### config.mk
export PLATFORM = sky130hd
export DESIGN_NAME = vector_execute_stage_flat
export DESIGN_NICKNAME = d
export VERILOG_FILES = /design/src/rtl/vector_execute_stage_pkg.sv /design/src/rtl/vector_execute_stage_if.sv /design/src/rtl/vector_execute_stage_lane.sv /design/src/rtl/vector_execute_stage.sv /design/src/flat_wrapper.sv
export SDC_FILE = /design/constraint.sdc
export NUM_CORES = 2
export LEC_CHECK = 0
export BUFFER_PORTS_ARGS = -buffer_cell sky130_fd_sc_hd__clkbuf_2
export CORE_MARGIN = 2
export CORE_UTILIZATION = 25
export CTS_CLUSTER_SIZE = 40
export DETAILED_ROUTE_END_ITERATION = 7
export GPL_ROUTABILITY_DRIVEN = 0
export PLACE_DENSITY = 0.37
export SYNTH_ARGS = -nofsm -noshare
export SYNTH_HDL_FRONTEND = slang
export SYNTH_SLANG_ARGS = --single-unit
### constraint.sdc
create_clock -name clk -period 10.5 [get_ports clk]
set_clock_uncertainty 0.05 [all_clocks]
set_input_delay 1.05 -clock clk [delete_from_list [all_inputs] [get_ports clk]]
set_output_delay 1.05 -clock clk [all_outputs]
set_load 0.1 [all_outputs]
### src/rtl/vector_execute_stage_pkg.sv
// ---------------------------------------------------------------------------
// gpu_pkg
// Shared types and constants for the Filter-GPU execute stage.
//   N, FRAC, LANES   lane width, fixed-point fraction bits, lane count
//   FLAG_*           bit positions inside the {N,Z,C,V} flags word
//   lane_t           one signed lane value
//   alu_op_t         ALUControl encodings (12..15 are unused and yield 0)
//   state_t          execute-stage FSM states
//   SAT_MAX/SAT_MIN  saturation bounds shared by MUL, ADDS and SUBS
// ---------------------------------------------------------------------------
package gpu_pkg;

    localparam int N     = 18;
    localparam int FRAC  = 8;
    localparam int LANES = 3;

    localparam int FLAG_N = 3;
    localparam int FLAG_Z = 2;
    localparam int FLAG_C = 1;
    localparam int FLAG_V = 0;

    typedef logic signed [N-1:0] lane_t;

    typedef enum logic [3:0] {
        OP_ADD   = 4'd0,
        OP_SUB   = 4'd1,
        OP_AND   = 4'd2,
        OP_OR    = 4'd3,
        OP_XOR   = 4'd4,
        OP_SHL   = 4'd5,
        OP_SHR   = 4'd6,
        OP_MUL   = 4'd7,
        OP_ADDS  = 4'd8,
        OP_SUBS  = 4'd9,
        OP_PASSB = 4'd10,
        OP_AVG   = 4'd11
    } alu_op_t;

    typedef enum logic [1:0] {
        IDLE = 2'd0,
        MUL0 = 2'd1,
        MUL1 = 2'd2,
        MUL2 = 2'd3
    } state_t;

    localparam lane_t SAT_MAX = {1'b0, {(N-1){1'b1}}};
    localparam lane_t SAT_MIN = {1'b1, {(N-1){1'b0}}};

    // Shift amounts at or above the lane width flush the lane to zero.
    localparam logic [4:0] SHAMT_LIMIT = 5'(N);

endpackage

### src/rtl/vector_execute_stage_if.sv
// ---------------------------------------------------------------------------
// vector_execute_stage_if
// Bundles the decode/execute-buffer side and the execute/memory side of the
// execute stage.
//   master : upstream/downstream environment (drives instruction, sees results)
//   slave  : the execute stage itself
// Handshake: the stage accepts the instruction presented with valid_i on a
// rising edge only while stall is low; while stall is high the upstream holds
// every input steady. valid_o marks one completed instruction per cycle it is
// high; the downstream has no back-pressure. flush kills the current input and
// any in-flight multiply on the edge where it is sampled.
// ---------------------------------------------------------------------------
interface vector_execute_stage_if;
    import gpu_pkg::*;

    // decode/execute side
    logic               valid_i;
    lane_t [LANES-1:0]  rd1;
    lane_t [LANES-1:0]  rd2;
    lane_t [LANES-1:0]  extend;
    logic               ALUSrc;
    logic [3:0]         ALUControl;
    logic               FlagWrite;
    logic               RegWrite;
    logic               MemtoReg;
    logic               MemWrite;
    logic               Branch;
    logic               PCSrc;
    logic [3:0]         WA3;
    logic               flush;
    logic               stall;

    // execute/memory side
    logic               valid_o;
    lane_t [LANES-1:0]  alu_result;
    lane_t [LANES-1:0]  write_data;
    logic [3:0]         flags;
    logic               RegWriteO;
    logic               MemtoRegO;
    logic               MemWriteO;
    logic               BranchO;
    logic               PCSrcO;
    logic [3:0]         WA3O;

    modport master (
        output valid_i, rd1, rd2, extend, ALUSrc, ALUControl, FlagWrite,
               RegWrite, MemtoReg, MemWrite, Branch, PCSrc, WA3, flush,
        input  stall, valid_o, alu_result, write_data, flags, RegWriteO,
               MemtoRegO, MemWriteO, BranchO, PCSrcO, WA3O
    );

    modport slave (
        input  valid_i, rd1, rd2, extend, ALUSrc, ALUControl, FlagWrite,
               RegWrite, MemtoReg, MemWrite, Branch, PCSrc, WA3, flush,
        output stall, valid_o, alu_result, write_data, flags, RegWriteO,
               MemtoRegO, MemWriteO, BranchO, PCSrcO, WA3O
    );

endinterface

### src/rtl/vector_execute_stage_lane.sv
// ---------------------------------------------------------------------------
// vector_alu_lane
// Combinational single-lane ALU covering every operation except MUL, plus the
// {N,Z,C,V} flags for that lane.
//   i_a, i_b   lane operands (B already muxed between rd2 and extend)
//   i_op       ALUControl code; MUL and codes 12..15 give 0
//   o_result   lane result
//   o_flags    {N,Z,C,V}
// ---------------------------------------------------------------------------
module vector_alu_lane import gpu_pkg::*; (
    input  lane_t       i_a,
    input  lane_t       i_b,
    input  logic [3:0]  i_op,
    output lane_t       o_result,
    output logic [3:0]  o_flags
);

    // Unsigned N+1 forms give carry / borrow; sign-extended forms give
    // overflow detection, the saturated sums and the N+1-bit average.
    logic [N:0] w_uadd;
    logic [N:0] w_usub;
    logic [N:0] w_sadd;
    logic [N:0] w_ssub;
    logic       w_add_ov;
    logic       w_sub_ov;
    logic [4:0] w_shamt;
    logic       w_shift_zero;
    lane_t      w_res;

    assign w_uadd       = {1'b0, i_a} + {1'b0, i_b};
    assign w_usub       = {1'b0, i_a} - {1'b0, i_b};
    assign w_sadd       = {i_a[N-1], i_a} + {i_b[N-1], i_b};
    assign w_ssub       = {i_a[N-1], i_a} - {i_b[N-1], i_b};
    assign w_add_ov     = (w_sadd[N] != w_sadd[N-1]);
    assign w_sub_ov     = (w_ssub[N] != w_ssub[N-1]);
    assign w_shamt      = i_b[4:0];
    assign w_shift_zero = (w_shamt >= SHAMT_LIMIT);

    always_comb begin
        w_res   = '0;
        o_flags = '0;
        case (i_op)
            OP_ADD:   w_res = w_uadd[N-1:0];
            OP_SUB:   w_res = w_usub[N-1:0];
            OP_AND:   w_res = i_a & i_b;
            OP_OR:    w_res = i_a | i_b;
            OP_XOR:   w_res = i_a ^ i_b;
            OP_SHL:   w_res = w_shift_zero ? '0 : (i_a << w_shamt);
            OP_SHR:   w_res = w_shift_zero ? '0 : (i_a >> w_shamt);
            // On overflow the true sign is the extended MSB.
            OP_ADDS:  w_res = w_add_ov ? (w_sadd[N] ? SAT_MIN : SAT_MAX) : w_sadd[N-1:0];
            OP_SUBS:  w_res = w_sub_ov ? (w_ssub[N] ? SAT_MIN : SAT_MAX) : w_ssub[N-1:0];
            OP_PASSB: w_res = i_b;
            OP_AVG:   w_res = w_sadd[N:1];
            default:  w_res = '0;
        endcase

        o_flags[FLAG_N] = w_res[N-1];
        o_flags[FLAG_Z] = (w_res == '0);
        case (i_op)
            OP_ADD, OP_ADDS: begin
                o_flags[FLAG_C] = w_uadd[N];
                o_flags[FLAG_V] = w_add_ov;
            end
            OP_SUB, OP_SUBS: begin
                o_flags[FLAG_C] = ~w_usub[N];
                o_flags[FLAG_V] = w_sub_ov;
            end
            default: begin
                o_flags[FLAG_C] = 1'b0;
                o_flags[FLAG_V] = 1'b0;
            end
        endcase
    end

    assign o_result = w_res;

endmodule

### src/rtl/vector_execute_stage.sv
// ---------------------------------------------------------------------------
// vector_execute_stage
// Execute stage: three-lane ALU for single-cycle ops and one shared
// fixed-point multiplier walked across the lanes over MUL0..MUL2.
//   clk          rising-edge clock
//   reset        asynchronous, active-low
//   bus          slave side of vector_execute_stage_if
//   o_dbg_state  current FSM state
// ---------------------------------------------------------------------------
module vector_execute_stage import gpu_pkg::*; (
    input  logic                  clk,
    input  logic                  reset,
    vector_execute_stage_if.slave bus,
    output state_t                o_dbg_state
);

    state_t r_state;
    state_t w_state_nxt;

    logic w_is_mul;
    logic w_fire_alu;
    logic w_fire_mul;
    logic w_mul_done;

    lane_t [LANES-1:0]      w_opb;
    lane_t [LANES-1:0]      w_lane_res;
    logic  [LANES-1:0][3:0] w_lane_flags;

    // Instruction captured at MUL accept; upstream holds too, but the copy
    // keeps the multiply independent of what the buffer shows afterwards.
    lane_t [LANES-1:0] r_mul_a;
    lane_t [LANES-1:0] r_mul_b;
    lane_t [LANES-1:0] r_mul_rd2;
    logic              r_mul_fw;
    logic              r_mul_rw;
    logic              r_mul_m2r;
    logic              r_mul_mw;
    logic              r_mul_br;
    logic              r_mul_pcs;
    logic [3:0]        r_mul_wa3;
    lane_t             r_mul_res0;
    lane_t             r_mul_res1;
    logic              r_mul_v0;

    lane_t                 w_ma;
    lane_t                 w_mb;
    logic signed [2*N-1:0] w_prod;
    logic signed [2*N-1:0] w_shift;
    logic                  w_mul_ovf;
    lane_t                 w_mul_sat;
    logic [3:0]            w_mul_flags;

    logic              r_valid_o;
    lane_t [LANES-1:0] r_result;
    lane_t [LANES-1:0] r_wdata;
    logic [3:0]        r_flags;
    logic              r_rw;
    logic              r_m2r;
    logic              r_mw;
    logic              r_br;
    logic              r_pcs;
    logic [3:0]        r_wa3;

    // ---------------- lane ALUs ----------------
    for (genvar g = 0; g < LANES; g++) begin : g_lane
        assign w_opb[g] = bus.ALUSrc ? bus.extend[g] : bus.rd2[g];
        vector_alu_lane u_lane (
            .i_a      (bus.rd1[g]),
            .i_b      (w_opb[g]),
            .i_op     (bus.ALUControl),
            .o_result (w_lane_res[g]),
            .o_flags  (w_lane_flags[g])
        );
    end

    assign w_is_mul = (bus.ALUControl == OP_MUL);

    // ---------------- shared multiplier ----------------
    always_comb begin
        w_ma = r_mul_a[2];
        w_mb = r_mul_b[2];
        case (r_state)
            MUL0: begin
                w_ma = r_mul_a[0];
                w_mb = r_mul_b[0];
            end
            MUL1: begin
                w_ma = r_mul_a[1];
                w_mb = r_mul_b[1];
            end
            default: ;
        endcase
    end

    assign w_prod  = w_ma * w_mb;
    assign w_shift = w_prod >>> FRAC;
    // In range only if every bit from the lane MSB upwards matches.
    assign w_mul_ovf = !((&w_shift[2*N-1:N-1]) || !(|w_shift[2*N-1:N-1]));
    assign w_mul_sat = w_mul_ovf ? (w_shift[2*N-1] ? SAT_MIN : SAT_MAX) : w_shift[N-1:0];

    always_comb begin
        w_mul_flags         = '0;
        w_mul_flags[FLAG_N] = r_mul_res0[N-1];
        w_mul_flags[FLAG_Z] = (r_mul_res0 == '0);
        w_mul_flags[FLAG_V] = r_mul_v0;
    end

    // ---------------- FSM ----------------
    always_ff @(posedge clk or negedge reset) begin
        if (!reset) r_state <= IDLE;
        else        r_state <= w_state_nxt;
    end

    always_comb begin
        w_state_nxt = r_state;
        w_fire_alu  = 1'b0;
        w_fire_mul  = 1'b0;
        w_mul_done  = 1'b0;
        if (bus.flush) begin
            w_state_nxt = IDLE;
        end else begin
            case (r_state)
                IDLE: begin
                    if (bus.valid_i) begin
                        if (w_is_mul) begin
                            w_fire_mul  = 1'b1;
                            w_state_nxt = MUL0;
                        end else begin
                            w_fire_alu  = 1'b1;
                        end
                    end
                end
                MUL0: w_state_nxt = MUL1;
                MUL1: w_state_nxt = MUL2;
                MUL2: begin
                    w_mul_done  = 1'b1;
                    w_state_nxt = IDLE;
                end
                default: w_state_nxt = IDLE;
            endcase
        end
    end

    // ---------------- datapath registers ----------------
    always_ff @(posedge clk or negedge reset) begin
        if (!reset) begin
            r_mul_a    <= '0;
            r_mul_b    <= '0;
            r_mul_rd2  <= '0;
            r_mul_fw   <= 1'b0;
            r_mul_rw   <= 1'b0;
            r_mul_m2r  <= 1'b0;
            r_mul_mw   <= 1'b0;
            r_mul_br   <= 1'b0;
            r_mul_pcs  <= 1'b0;
            r_mul_wa3  <= '0;
            r_mul_res0 <= '0;
            r_mul_res1 <= '0;
            r_mul_v0   <= 1'b0;
            r_valid_o  <= 1'b0;
            r_result   <= '0;
            r_wdata    <= '0;
            r_flags    <= '0;
            r_rw       <= 1'b0;
            r_m2r      <= 1'b0;
            r_mw       <= 1'b0;
            r_br       <= 1'b0;
            r_pcs      <= 1'b0;
            r_wa3      <= '0;
        end else begin
            r_valid_o <= w_fire_alu | w_mul_done;

            if (w_fire_mul) begin
                r_mul_a   <= bus.rd1;
                r_mul_b   <= w_opb;
                r_mul_rd2 <= bus.rd2;
                r_mul_fw  <= bus.FlagWrite;
                r_mul_rw  <= bus.RegWrite;
                r_mul_m2r <= bus.MemtoReg;
                r_mul_mw  <= bus.MemWrite;
                r_mul_br  <= bus.Branch;
                r_mul_pcs <= bus.PCSrc;
                r_mul_wa3 <= bus.WA3;
            end

            if (r_state == MUL0) begin
                r_mul_res0 <= w_mul_sat;
                r_mul_v0   <= w_mul_ovf;
            end
            if (r_state == MUL1) begin
                r_mul_res1 <= w_mul_sat;
            end

            if (w_fire_alu) begin
                r_result <= w_lane_res;
                r_wdata  <= bus.rd2;
                r_rw     <= bus.RegWrite;
                r_m2r    <= bus.MemtoReg;
                r_mw     <= bus.MemWrite;
                r_br     <= bus.Branch;
                r_pcs    <= bus.PCSrc;
                r_wa3    <= bus.WA3;
                if (bus.FlagWrite) r_flags <= w_lane_flags[0];
            end

            // Lane 2 comes straight off the multiplier on the final edge.
            if (w_mul_done) begin
                r_result <= {w_mul_sat, r_mul_res1, r_mul_res0};
                r_wdata  <= r_mul_rd2;
                r_rw     <= r_mul_rw;
                r_m2r    <= r_mul_m2r;
                r_mw     <= r_mul_mw;
                r_br     <= r_mul_br;
                r_pcs    <= r_mul_pcs;
                r_wa3    <= r_mul_wa3;
                if (r_mul_fw) r_flags <= w_mul_flags;
            end
        end
    end

    // ---------------- outputs ----------------
    assign bus.stall      = (r_state != IDLE);
    assign bus.valid_o    = r_valid_o;
    assign bus.alu_result = r_result;
    assign bus.write_data = r_wdata;
    assign bus.flags      = r_flags;
    assign bus.RegWriteO  = r_rw;
    assign bus.MemtoRegO  = r_m2r;
    assign bus.MemWriteO  = r_mw;
    assign bus.BranchO    = r_br;
    assign bus.PCSrcO     = r_pcs;
    assign bus.WA3O       = r_wa3;
    assign o_dbg_state    = r_state;

endmodule

### src/flat_wrapper.sv
// flat-port wrapper written by rule: the top's interface ports become plain ports
module vector_execute_stage_flat import gpu_pkg::*;
  (clk, reset, o_dbg_state, bus_valid_i, bus_rd1, bus_rd2, bus_extend, bus_ALUSrc, bus_ALUControl, bus_FlagWrite, bus_RegWrite, bus_MemtoReg, bus_MemWrite, bus_Branch, bus_PCSrc, bus_WA3, bus_flush, bus_stall, bus_valid_o, bus_alu_result, bus_write_data, bus_flags, bus_RegWriteO, bus_MemtoRegO, bus_MemWriteO, bus_BranchO, bus_PCSrcO, bus_WA3O);
  vector_execute_stage_if bus_i ();
  input  logic clk;
  input  logic reset;
  output state_t o_dbg_state;
  input wire logic [$bits(bus_i.valid_i)-1:0] bus_valid_i;
  input wire logic [$bits(bus_i.rd1)-1:0] bus_rd1;
  input wire logic [$bits(bus_i.rd2)-1:0] bus_rd2;
  input wire logic [$bits(bus_i.extend)-1:0] bus_extend;
  input wire logic [$bits(bus_i.ALUSrc)-1:0] bus_ALUSrc;
  input wire logic [$bits(bus_i.ALUControl)-1:0] bus_ALUControl;
  input wire logic [$bits(bus_i.FlagWrite)-1:0] bus_FlagWrite;
  input wire logic [$bits(bus_i.RegWrite)-1:0] bus_RegWrite;
  input wire logic [$bits(bus_i.MemtoReg)-1:0] bus_MemtoReg;
  input wire logic [$bits(bus_i.MemWrite)-1:0] bus_MemWrite;
  input wire logic [$bits(bus_i.Branch)-1:0] bus_Branch;
  input wire logic [$bits(bus_i.PCSrc)-1:0] bus_PCSrc;
  input wire logic [$bits(bus_i.WA3)-1:0] bus_WA3;
  input wire logic [$bits(bus_i.flush)-1:0] bus_flush;
  output wire logic [$bits(bus_i.stall)-1:0] bus_stall;
  output wire logic [$bits(bus_i.valid_o)-1:0] bus_valid_o;
  output wire logic [$bits(bus_i.alu_result)-1:0] bus_alu_result;
  output wire logic [$bits(bus_i.write_data)-1:0] bus_write_data;
  output wire logic [$bits(bus_i.flags)-1:0] bus_flags;
  output wire logic [$bits(bus_i.RegWriteO)-1:0] bus_RegWriteO;
  output wire logic [$bits(bus_i.MemtoRegO)-1:0] bus_MemtoRegO;
  output wire logic [$bits(bus_i.MemWriteO)-1:0] bus_MemWriteO;
  output wire logic [$bits(bus_i.BranchO)-1:0] bus_BranchO;
  output wire logic [$bits(bus_i.PCSrcO)-1:0] bus_PCSrcO;
  output wire logic [$bits(bus_i.WA3O)-1:0] bus_WA3O;
  assign bus_i.valid_i = bus_valid_i;
  assign bus_i.rd1 = bus_rd1;
  assign bus_i.rd2 = bus_rd2;
  assign bus_i.extend = bus_extend;
  assign bus_i.ALUSrc = bus_ALUSrc;
  assign bus_i.ALUControl = bus_ALUControl;
  assign bus_i.FlagWrite = bus_FlagWrite;
  assign bus_i.RegWrite = bus_RegWrite;
  assign bus_i.MemtoReg = bus_MemtoReg;
  assign bus_i.MemWrite = bus_MemWrite;
  assign bus_i.Branch = bus_Branch;
  assign bus_i.PCSrc = bus_PCSrc;
  assign bus_i.WA3 = bus_WA3;
  assign bus_i.flush = bus_flush;
  assign bus_stall = bus_i.stall;
  assign bus_valid_o = bus_i.valid_o;
  assign bus_alu_result = bus_i.alu_result;
  assign bus_write_data = bus_i.write_data;
  assign bus_flags = bus_i.flags;
  assign bus_RegWriteO = bus_i.RegWriteO;
  assign bus_MemtoRegO = bus_i.MemtoRegO;
  assign bus_MemWriteO = bus_i.MemWriteO;
  assign bus_BranchO = bus_i.BranchO;
  assign bus_PCSrcO = bus_i.PCSrcO;
  assign bus_WA3O = bus_i.WA3O;
  vector_execute_stage u_core (.clk(clk), .reset(reset), .bus(bus_i), .o_dbg_state(o_dbg_state));
endmodule
Yosys cells after proc, flatten, opt, wreduce, memory -nomap -nowiden
Index checks and enable logic that the tools add are counted.

Add/sub/neg operators: 12. $mul: 1. Order comparisons: 3. Eq/ne operators: 22. Shift-type cells: 6. Mux-type cells: 63. Bitwise logic cells: 11. Reductions and logical operators: 14.

Operators with widths (number): one-hot mux 18 bit (11 select lines) (3); two-way mux 18 bit (23); two-way mux 54 bit (4); adder 18 x 18 -> 19 bit (4); subtractor 18 x 18 -> 19 bit (4); one-hot mux 18 bit (2 select lines) (2); AND 18 bit (3); bitwise OR 18 bit (3); << shifter 18 x 5 -> 18 bit (3); >> shifter 18 x 5 -> 18 bit (3); bitwise XOR 18 bit (3); adder 18 bit (2); zero test 18 bit (2); multiplier 18 x 18 -> 36 bit (1); subtractor 18 bit (2); two-way mux 4 bit (6); two-way mux 1 bit (20); equality test 4 x 3 -> 1 bit (second input constant) (4); equality test 4 bit (second input constant) (4); greater-or-equal comparator 5 bit (second input constant) (3); AND reduction 11 bit (1); OR reduction 11 bit (1); equality test 4 x 2 -> 1 bit (second input constant) (2); one-hot mux 2 bit (4 select lines) (1); 17 further kinds (28).

Flip-flop bits (word level): 333. Input bits: 181. Output and inout bits: 125. Logic and storage cells: 166.

Depth between registers and ports, before layout
Depth in word-level cells: 10. Depth in mapped cells: 35. Gate-level depth less buffers: 31.

By module
From an unflattened synthesis, not the netlist that was laid out.

Cell total of the unflattened synthesis: 5159. Area total of the unflattened synthesis: 44422.6 sq um.

By module, submodules not included: vector_execute_stage (times used 1, cells each 2650, area each 27480.1 sq um, seq. area each 8333.0 sq um); vector_alu_lane at u_core.g_lane[0].u_lane ... (times used 2, cells each 830, area each 5602.9 sq um, seq. area each 0.0 sq um); vector_alu_lane at u_core.g_lane[2].u_lane (times used 1, cells each 849, area each 5736.8 sq um, seq. area each 0.0 sq um).

Worst setup path before layout
OpenSTA, ideal clock, no wires.

Kind: register to register. Start point: register u_core.r_state[0], in the netlist u_core.o_dbg_state[0]. End point: register u_core.r_mul_v0. Setup time: 0.125 ns. Arrival: 9.213 ns. Data required time: 10.325 ns. Setup slack: 1.112 ns. Stages on the path, launching flop included: 33. Buffers on the path: 5. Clock period less this slack: 9.388 ns. Cells stage by stage: dfrtp_1 -> inv_1 -> ha_1 -> clkbuf_1 -> buf_1 -> nor2_1 -> a21o_1 -> clkbuf_1 -> nor2_1 -> fa_1 -> fa_1 -> ha_1 -> inv_1 -> fa_1 -> inv_1 -> fa_1 -> inv_1 -> fa_1 -> inv_1 -> ha_1 -> clkbuf_1 -> a21o_1 -> a21oi_1 -> nor2_1 -> o41ai_1 -> o21ai_0 -> o211ai_1 -> nand3_1 -> or4b_4 -> nor4b_4 -> nor2_1 -> buf_2 -> mux2_2.

Word-level cells in the longest chain between the ends: 7. Elaborated cells between the ends (all ways): 10. Those cells by class: mul: 1; eq/ne: 2; mux: 2; reduce/logical: 5.

RTL lines: from (decl) (RTL line vector_execute_stage.sv:17) `state_t r_state;`; from (signal assigned) (RTL line vector_execute_stage.sv:111) `else r_state <= w_state_nxt;`; equality test 2 bit or equality test 2 x 1 -> 1 bit (tied branches) (RTL line vector_execute_stage.sv:82, vector_execute_stage.sv:186); one-hot mux 18 bit (2 select lines) (RTL line vector_execute_stage.sv:82) `case (r_state)`; multiplier 18 x 18 -> 36 bit (RTL line vector_execute_stage.sv:95) `assign w_prod = w_ma * w_mb;`; OR reduction 11 bit (RTL line vector_execute_stage.sv:98) `assign w_mul_ovf = !((&w_shift[2*N-1:N-1]) || !(|w_shift[2*N-1:N-1]));`; zero test 1 bit (RTL line vector_execute_stage.sv:98); logical OR 1 bit (RTL line vector_execute_stage.sv:98); zero test 1 bit (RTL line vector_execute_stage.sv:98); to (signal assigned) (RTL line vector_execute_stage.sv:188) `r_mul_v0 <= w_mul_ovf;`; to (decl) (RTL line vector_execute_stage.sv:43) `logic r_mul_v0;`.

Several ways; a longest one is shown, not always the timed one. A chain may end at the register's enable or synchronous reset.

Final worst setup path
Start point: register u_core.r_state[0], in the netlist u_core.o_dbg_state[0]. End point: register u_core.r_result, in the netlist u_core.bus.alu_result[39].

Word-level cells in the longest chain between the ends: 8. Elaborated cells between the ends (all ways): 19. Those cells by class: mul: 1; eq/ne: 3; mux: 9; reduce/logical: 6.

RTL lines: equality test 2 bit or equality test 2 x 1 -> 1 bit (tied branches) (RTL line vector_execute_stage.sv:82); one-hot mux 18 bit (2 select lines) (RTL line vector_execute_stage.sv:82); multiplier 18 x 18 -> 36 bit (RTL line vector_execute_stage.sv:95); OR reduction 11 bit (RTL line vector_execute_stage.sv:98); zero test 1 bit (RTL line vector_execute_stage.sv:98); logical OR 1 bit (RTL line vector_execute_stage.sv:98); two-way mux 18 bit (RTL line vector_execute_stage.sv:99) `assign w_mul_sat = w_mul_ovf ? (w_shift[2*N-1] ? SAT_MIN : SAT_MAX) : w_shift[N-1:0];`; two-way mux 54 bit (RTL line vector_execute_stage.sv:207) `if (w_mul_done) begin`; to (signal assigned) (RTL line vector_execute_stage.sv:195) `r_result <= w_lane_res;`; to (signal assigned) (RTL line vector_execute_stage.sv:208) `r_result <= {w_mul_sat, r_mul_res1, r_mul_res0};`; to (decl) (RTL line vector_execute_stage.sv:54) `lane_t [LANES-1:0] r_result;`.

Several ways; a longest one is shown, not always the timed one.

==> results by group <==
Global route
  – Vias in the first global route: 41,900
  – Gr usage total: 0.244
  – First-pass GRT wire length: 315 mm
  – Remaining global-route overflow: 0
  – Largest net degree at the start of global routing: 131
  – Initial antenna violation count: 7

Logic synthesis
  – Post-synthesis instance area: 0.0433 mm2
  – EDFF count, synth: 0
  – Synth warnings: 0
  – Seq/Total Area, Yosys: 0.192
  – #FFs+latches synth: 333
  – Synth unique cells: 97
  – Post-Syn Nets: 6,182
  – Most common flop cell mapped by yosys: dfrtp_1
  – Average cell area after synthesis: 8.12 um2
  – Cells after Synth: 5,334
  – Synth async-reset ratio: 1.00

Die
  – Initial core utilization: 0.252
  – Die Ht: 420 um
  – Core Area: 0.172 mm2
  – Die Wd: 420 um
  – Die Area: ~0.18 mm2
  – Site Rows: about 150
  – I/O pin count: between 300 and 400

Run status
  – Failing checks: max-capacitance violations, max-slew violations
  – Status: complete, but fails checks

Worst setup path
  – CP Data Required Time: 10,890 ps
  – Crit path DAT: just over 10,000 ps
  – CP endpoint kind: flop
  – CP Class: reg -> reg
  – Critical path launch point type: flop
  – Crit-path max FO: 30

Clock tree
  – CTS root buf: clkbuf_16
  – CTS tree: done
  – Number of H-tree levels: 2
  – # clock sinks: approximately 330
  – Skew-Pair Late Insertion Delay: 610 ps
  – Post-CTS Hold Fix Bufs: 0
  – Maximum buffer depth of the clock tree: 3
  – CTS clk-pin slew, worst paths: ~60 ps
  – TritonCTS Buffers: 42

Timing
  – Max Clk Rate: 101 MHz
  – Final period demand of the worst path: 9930 ps
  – Setup TNS: 0 ps
  – Final period util: 0.946
  – RSZ-0062 raised after global routing: no
  – Max Transition Viols Final: 3
  – Setup violators final: 0
  – Worst-Margin Slew: 1500 ps
  – Final Hold Fails: 0
  – Slew Limit Headroom: -0.0154

Placed design
  – I/O Buffers: 305
  – Dpl hpwl: 175 mm

Detailed routing
  – Pre-Repair DR Iteration Count: 6
  – Vias: about 42,000
  – Antenna Violating Nets Remaining: 0
  – Routed wire per std cell: around 28 um
  – DR iter-0 viols: between 4,000 and 5,000
  – Via density: 5.35
  – Drt drc: 0
  – Final WL: between 200 and 250 mm

Worst hold path
  – Hold Path Class: reg -> reg

Finish
  – Synth-to-Final Area Change: 14.0%
  – Area of the multi-input gates: 0.0320 mm2
  – Filler cell count: 18,800
  – Layout cells sized above 1: 0.124
  – Register area: 0.00833 mm2
  – Final net count: 6,376

Job
  – Max-cap viol count: 1
[kinds of logic after synthesis]
family                   after synthesis  share of synthesized area
AO/OA/AOI/OAI                       1464                      0.222
flip-flops                           333                      0.192
buffers and inverters                869                     0.0764
adder cells (fa/ha/maj)              672                      0.252
multiplexers                         250                     0.0648
XOR/XNOR                             179                     0.0364
AND/OR/NAND/NOR                     1567                      0.156
[area by class of cell]
cell class                      count  area share
Clock inverter                     13     0.00403
Sequential cell                   333       0.169
Multi-Input combinational cell   4132       0.647
Timing Repair Buffer              452      0.0538
Tap cell                         2310      0.0585
Inverter                          567      0.0431
Antenna cell                        4    0.000203
Clock buffer                       59      0.0244
[registers in the layout, indices dropped and copies added (netlist names)]
name / flops
u_core.r_mul_rd2: 54
u_core.bus.alu_result: 54
u_core.bus.RegWriteO: 1
u_core.r_mul_a: 54
u_core.r_mul_fw: 1
u_core.bus.flags: 4
u_core.r_mul_br: 1
u_core.bus.MemWriteO: 1
u_core.bus.WA3O: 4
u_core.r_mul_res1: 18
u_core.r_mul_m2r: 1
u_core.r_mul_mw: 1
u_core.bus.BranchO: 1
u_core.r_mul_v0: 1
u_core.o_dbg_state: 2
u_core.r_mul_res0: 18
u_core.r_mul_wa3: 4
u_core.bus.write_data: 54
u_core.r_mul_b: 54
u_core.bus.valid_o: 1
u_core.bus.PCSrcO: 1
u_core.r_mul_rw: 1
u_core.r_mul_pcs: 1
u_core.bus.MemtoRegO: 1
[layer usage]
metal  vias up  global-route usage  wire length, um  part of all wire
met5         -                   0               26           0.00012
met3       310              0.0339            13000             0.059
met4         4              0.0942            10100             0.046
li1      18900                   -                -                 -
met1     21300               0.333            97400              0.44
met2      1516               0.389            99200              0.45
[worst paths after layout]
kind | depth (start not counted) | endpoint | slack [ps] | start
worst max-delay path | 27 | u_core.bus.alu_result[39]$_DFFE_PN0P_ | 570 | u_core.o_dbg_state[0]$_DFFE_PN0P_
worst min-delay path | 1 | u_core.r_mul_rd2[11]$_DFFE_PN0P_ | 450 | u_core.r_mul_rd2[11]$_DFFE_PN0P_
worst max register to register | 27 | u_core.bus.alu_result[39]$_DFFE_PN0P_ | 570 | u_core.o_dbg_state[0]$_DFFE_PN0P_
worst min register to register | 1 | u_core.r_mul_rd2[11]$_DFFE_PN0P_ | 450 | u_core.r_mul_rd2[11]$_DFFE_PN0P_
max in group asynchronous | 3 | u_core.r_mul_a[10]$_DFFE_PN0P_ | 7920 | reset
min in group asynchronous | 1 | u_core.r_mul_rd2[37]$_DFFE_PN0P_ | 460 | reset
[critical path: stages (launching register included)]
cell and delay (ps):
dfrtp_1 430, inv_1 150, ha_2 600, a22oi_1 200
a21oi_1 640, buf_4 290, nand2_1 90, fa_1 540
inv_1 60, fa_1 480, fa_1 570, fa_1 460
fa_1 590, inv_1 70, fa_1 480, inv_1 40
ha_1 400, a21oi_1 160, o21ai_0 120, a311oi_1 300
nor2_1 100, a2111oi_1 830, o211ai_1 150, o21ai_0 150
or4b_4 560, o311a_2 540, a2111oi_0 540, o31ai_1 140
[metrics by stage]
stage	utilization	hold WS, ps	cell area, um2	worst slack (ps)	cells
after global placement	0.279	440	48000	591	7794
final	0.287	455	49400	567	7870
after floorplan	-	400	43300	1110	5334
after CTS	0.287	458	49400	381	7866
after detailed placement	0.279	443	48000	487	7794
after global routing	0.287	463	49400	9.94	7867
[cell usage after synthesis (45+ instances only)]
| master | count | area share |
|---|---|---|
| nor3_1 | 68 | 0.0079 |
| o21ai_0 | 376 | 0.043 |
| a21o_1 | 72 | 0.012 |
| ha_1 | 331 | 0.096 |
| mux2_2 | 71 | 0.018 |
| clkbuf_1 | 224 | 0.019 |
| a211oi_1 | 54 | 0.0094 |
| dfrtp_1 | 333 | 0.19 |
| nor2_1 | 582 | 0.050 |
| xnor2_1 | 139 | 0.028 |
| mux2i_1 | 161 | 0.037 |
| a21oi_1 | 262 | 0.030 |
| nand2_1 | 621 | 0.054 |
| a22oi_1 | 98 | 0.017 |
| a31oi_1 | 147 | 0.021 |
| inv_1 | 559 | 0.048 |
| buf_1 | 45 | 0.0039 |
| o211ai_1 | 54 | 0.0094 |
| fa_1 | 336 | 0.16 |
| nand3_1 | 57 | 0.0066 |
[placed cells by master (no fill, tap or decap), types with 24 or more instances in the layout]
master	netlist	final
o211ai_1	54	54
a211oi_1	54	54
mux2_2	71	71
a221oi_1	39	39
nor2b_1	26	25
fa_1	336	336
a21oi_1	262	261
nand3_1	57	55
a21o_1	72	72
a31oi_1	147	147
o21a_1	26	26
or3_1	24	24
nor4_1	25	25
a22oi_1	98	98
nor2_1	582	580
o21bai_1	24	24
o21ai_0	376	375
o22ai_1	34	34
clkbuf_2	0	303
xor2_1	39	39
inv_1	559	559
ha_1	331	328
mux2i_1	161	147
xnor2_1	139	138
nand2_1	621	619
buf_4	3	147
nand2b_1	31	30
nor3_1	68	67
o2111ai_1	27	27
clkbuf_16	0	43
dfrtp_1	333	333
[what timing repair did]
item                       in CTS  in global routing
setup endpoints to repair       0                 17
gates resized for setup         0                  3
buffers inserted                0                  0
Power is left out: the tool's default activity adds up to more than one toggle a clock period on the data nets, which glitch-free logic cannot reach.
